<file path="src/rtl/aoi_stim_gen.sv">
// aoi_stim_gen: steps the AOI inputs {D,C,B,A} through all 16 codes with run/pause/step/loop control
module aoi_stim_gen #(
  parameter int HOLD_CYCLES = 50,
  parameter int CNT_W       = 8
) (
  input  logic       clk,
  input  logic       rst,
  input  logic       start,
  input  logic       stop,
  input  logic       step,
  input  logic       gray_mode,
  input  logic       loop_en,
  output logic       A,
  output logic       B,
  output logic       C,
  output logic       D,
  output logic [3:0] pattern_idx,
  output logic       busy,
  output logic       done
);
  typedef enum logic [1:0] {IDLE, RUN, PAUSE, DONE} state_t;
  localparam logic [CNT_W-1:0] HOLD_LAST = CNT_W'(HOLD_CYCLES - 1);
  state_t           state_q, state_d;
  logic [3:0]       idx_q, idx_d, code_q, code_d;
  logic [CNT_W-1:0] hold_q, hold_d;
  logic             busy_q, busy_d, done_q, done_d, at_end;
  always_comb begin
    state_d = state_q;
    idx_d   = idx_q;
    hold_d  = hold_q;
    at_end  = idx_q == 4'd15 && !loop_en;
    case (state_q)
      IDLE, DONE: if (start) begin
        state_d = RUN;
        idx_d   = '0;
        hold_d  = '0;
      end
      RUN: if (stop) state_d = PAUSE;
        else if (hold_q == HOLD_LAST) begin
          hold_d  = '0;
          idx_d   = at_end ? idx_q : idx_q + 4'd1;
          state_d = at_end ? DONE : RUN;
        end else hold_d = hold_q + CNT_W'(1);
      PAUSE: if (start) state_d = RUN;
        else if (step) begin
          hold_d  = '0;
          idx_d   = at_end ? idx_q : idx_q + 4'd1;
          state_d = at_end ? DONE : PAUSE;
        end
    endcase
    code_d = gray_mode ? idx_d ^ (idx_d >> 1) : idx_d;
    busy_d = state_d == RUN;
    done_d = state_d == DONE;
  end
  always_ff @(posedge clk or posedge rst) begin
    if (rst) begin
      state_q <= IDLE;
      idx_q   <= '0;
      hold_q  <= '0;
      code_q  <= '0;
      busy_q  <= 1'b0;
      done_q  <= 1'b0;
    end else begin
      state_q <= state_d;
      idx_q   <= idx_d;
      hold_q  <= hold_d;
      code_q  <= code_d;
      busy_q  <= busy_d;
      done_q  <= done_d;
    end
  end
  assign {D, C, B, A} = code_q;
  assign pattern_idx  = idx_q;
  assign busy         = busy_q;
  assign done         = done_q;
endmodule

</file>
<file path="config.mk">
export PLATFORM = sky130hd
export DESIGN_NAME = aoi_stim_gen
export DESIGN_NICKNAME = d
export VERILOG_FILES = /design/src/rtl/aoi_stim_gen.sv
export SDC_FILE = /design/constraint.sdc
export NUM_CORES = 1
export LEC_CHECK = 0
export CORE_MARGIN = 1.5
export CORE_UTILIZATION = 25
export CTS_BUF_LIST = sky130_fd_sc_hd__clkbuf_4 sky130_fd_sc_hd__clkbuf_8 sky130_fd_sc_hd__clkbuf_16
export DETAILED_ROUTE_END_ITERATION = 12
export GPL_TIMING_DRIVEN = 0
export SLEW_MARGIN = 10
export SYNTH_ARGS = -nofsm -noshare
export SYNTH_HDL_FRONTEND = slang
export SYNTH_SLANG_ARGS = --single-unit
</file>
<file path="constraint.sdc">
create_clock -name clk -period 1.9 [get_ports clk]
set_clock_uncertainty 0.15 [all_clocks]
set_input_delay 0.19 -clock clk [delete_from_list [all_inputs] [get_ports clk]]
set_output_delay 0.19 -clock clk [all_outputs]
set_load 0.05 [all_outputs]
</file>
==> results of run 1 <==
[per-layer routing]
layer  vias up  GRT usage, %  routed length (um)
li1        552             -                   -
met2        17          20.1                1650
met3         5          1.92                  75
met4         0          3.91                  36
met5         -             0                   0
met1       559          15.5                1400
[stage by stage]
step / total power, mW / TNS (ns) / hold WS [ns]
2_1_floorplan: 1.37 / 0 / -0.00901
3_3_place_gp: 1.59 / -1.53 / 0.383
3_5_place_dp: 1.60 / -1.57 / 0.393
4_1_cts: 2.38 / -0.0974 / 0.223
5_1_grt: 2.72 / -0.748 / 0.265
6_report: 2.56 / -0.193 / 0.213
[power by group]
| group | leakage (nW) | switching (mW) | internal (mW) |
|---|---|---|---|
| Sequential | 0.256 | 0.0668 | 0.478 |
| Combinational | 0.501 | 0.892 | 0.823 |
| Clock | 0.0262 | 0.133 | 0.163 |
[kinds of logic (layout without fill, tap and decap cells)]
logic type,count (synthesis),after routing
compound gates,42,42
simple gates,40,40
flops,19,19
buf+inv,15,52
fa+ha+maj,5,5
xor+xnor,4,4
mux,3,3
[flip-flops by register name, indices dropped and copies added, names as in the netlist]
signal / flops
hold_q: 8
done: 1
code_q: 4
busy: 1
pattern_idx: 3
state_q: 2
[final timing paths]
path | start | to | depth (start not counted) | slack (ns)
max | state_q[0] | code_q[2] | 8 | -0.07
min | rst | hold_q[7] | 2 | 0.21
max reg2reg | state_q[0] | code_q[2] | 8 | -0.07
min reg2reg | hold_q[7] | hold_q[7] | 1 | 0.40
max in group asynchronous | rst | pattern_idx[1] | 2 | 0.88
min in group clk | stop | hold_q[3] | 3 | 0.24
[synthesized netlist by cell type (all sizes together)]
library cell / number / share of area [%]
nor3: 2 / 0.80
dfrtp: 19 / 38
nor2b: 2 / 1.0
mux2i: 2 / 1.6
buf: 4 / 1.8
o21a: 1 / 0.70
a221oi: 1 / 1.2
nand4: 1 / 0.50
xnor2: 4 / 2.8
a32oi: 1 / 0.70
nor4bb: 1 / 0.80
o22a: 1 / 0.80
mux2: 1 / 0.91
a31oi: 6 / 3.0
o22ai: 1 / 0.50
o211ai: 1 / 0.60
a22o: 2 / 1.4
nand3: 5 / 2.0
or2: 1 / 0.70
ha: 5 / 5.0
o21ai: 7 / 2.8
and4b: 1 / 0.80
and3: 4 / 2.2
a22oi: 2 / 2.0
a31o: 3 / 2.1
a21o: 1 / 0.60
inv: 11 / 3.3
o221ai: 1 / 1.2
a41oi: 1 / 1.3
o21bai: 1 / 0.60
or3: 1 / 0.50
nor4b: 1 / 1.9
o31ai: 1 / 0.60
o32ai: 1 / 1.3
nor2: 6 / 1.8
and2: 1 / 0.50
a2bb2oi: 1 / 1.2
and2b: 1 / 0.60
a21oi: 9 / 3.6
nand2: 7 / 2.3
and3b: 2 / 1.4
nand2b: 4 / 2.0
[repair_timing]
action | in CTS | in global routing
endpoints found under the setup margin | 19 | 16
pin swaps | 13 | 6
resized for setup | 22 | 18
cloned | 1 | 0
buffers inserted | 14 | 4
[area by class of cell]
type / instances / share of cell area (%)
buffer: 3 / 1.28
clock buffer: 4 / 2.63
inverter: 11 / 2.50
multi-input combinational: 94 / 47.2
sequential: 19 / 25.8
tap: 67 / 4.52
timing repair buffer: 34 / 16.1
[worst max-delay path: stages, from the launching register on]
cell and delay, ns:
dfrtp_1 0.39, inv_2 0.07, ha_4 0.29, buf_6 0.13
inv_6 0.04, a41oi_4 0.31, and2b_1 0.25, o221ai_2 0.14
xnor2_1 0.13
==> results.yml, run 1 <==
status:
  status: "finished with violations"
  violations: "negative setup slack"
finish:
  drive_above_1_share_pct: 42.4
  final_cell_mix: "19 x buf_4, 17 x dfrtp_1, 13 x clkdlybuf4s50_1"
  multi_input_area_um2: 876
  diodes: 0
  final_area_mm2: 0.00185
  fillers: 485
  seqCellArea_um2: 478
  finalNonFillerCells: 232
  nets: 178
  final_core_util_pct: 39.0
  area_delta_synth_final_pct: 49.1
  final_common_cell: "buf_4"
placed_design:
  dpl.hpwl_um: 1920
  place.gp.congestion: 0.779
  pre_cts_slack_ns: -0.201
  dpl_cell_area_mm2: 0.00149
  placed_cells: 210
  numPortBuffers: 15
die:
  die_y_um: 73.5
  dieWidth_um: 73.5
  io_pins: 17
  core_mm2: 0.00475
  start_util_pct: 26.2
  die_area_mm2: 0.00541
  rows: 25
detailed_routing:
  detail_route.iter0.violations: 29
  via_per_inst: 4.88
  wl_per_cell_um: 13.6
  num_vias: 1133
  drc: 0
  totalWireLength_um: 3160
  final_antenna_net_count: 0
  dr.pass1.iters: 4
sta:
  fmax_ghz: 0.508
  maxSlewHeadroom_pct: 50.8
  period_minus_slack_ns: 1.97
  final-setup-viol-count: 5
  min_period_over_period_pct: 104
  tightest_slew_ns: 0.737
  timing.final.ws_setup_ns: -0.0690
  grt_setup_unrepaired: "true"
  hold_violations: 0
  drv_slew: 0
worst_setup_path:
  crit_fanout: 5
  critPathLaunchType: "register"
  critPathKind: "register to register"
  arrival_ns: 2.00
  endpoint_kind: "register"
  required_ns: 1.93
worst_hold_path:
  min_path_type: "primary input to asynchronous set/reset pin"
grt:
  antenna_found_initial: 0
  grtUsageTotal_pct: 11.9
  grt_max_degree: 20
  grt_pass1_wl_um: 5080
  gr-total-overflow: 0
  grt_pass1_vias: 1155
logic_synthesis:
  synthCells: 128
  ys_ff_latch: 19
  yosysSeqAreaShare_pct: 38.2
  synth_xor_area_share_pct: 2.82
  yosys_warnings: 0
  synth.area.mux_share_pct: 2.52
  synth_compound_area_share_pct: 26.4
  synth_fa_ha_area_share_pct: 5.03
  synth.avg_cell_area_um2: 9.72
  synth_top_family_by_area: "compound AO/OA/AOI/OAI gates"
  syn_area_mm2: 0.00124
  yosys.area_share.simple_pct: 19.9
  synth_cell_types: 47
  synth_nets: 140
power:
  power_density_mw_per_mm2: 1380
  vdd.ir_drop.worst_v: 0.000779
  leakage_nw: 0.783
cts:
  cts_max_level: 1
  cts_tree: "built"
  clk_pin_slew_ns: 0.07
  clkSinkCount: 19
  clkLatencyLatePin_ns: 0.26
  ctsHoldBuffers: 0
  clockBufferDepth: 2
  cts_root_buf: "clkbuf_8"
  cts_made_buffers: 3
job:
  drv_cap: 0
(Power assumes the default switching activity.)
==> run 2, diff against run 1 <==
CTS_CLUSTER_DIAMETER = 150   (was not set)
==> results of run 2 <==
Final layout, timing and power as in run 1 (identical DEF).
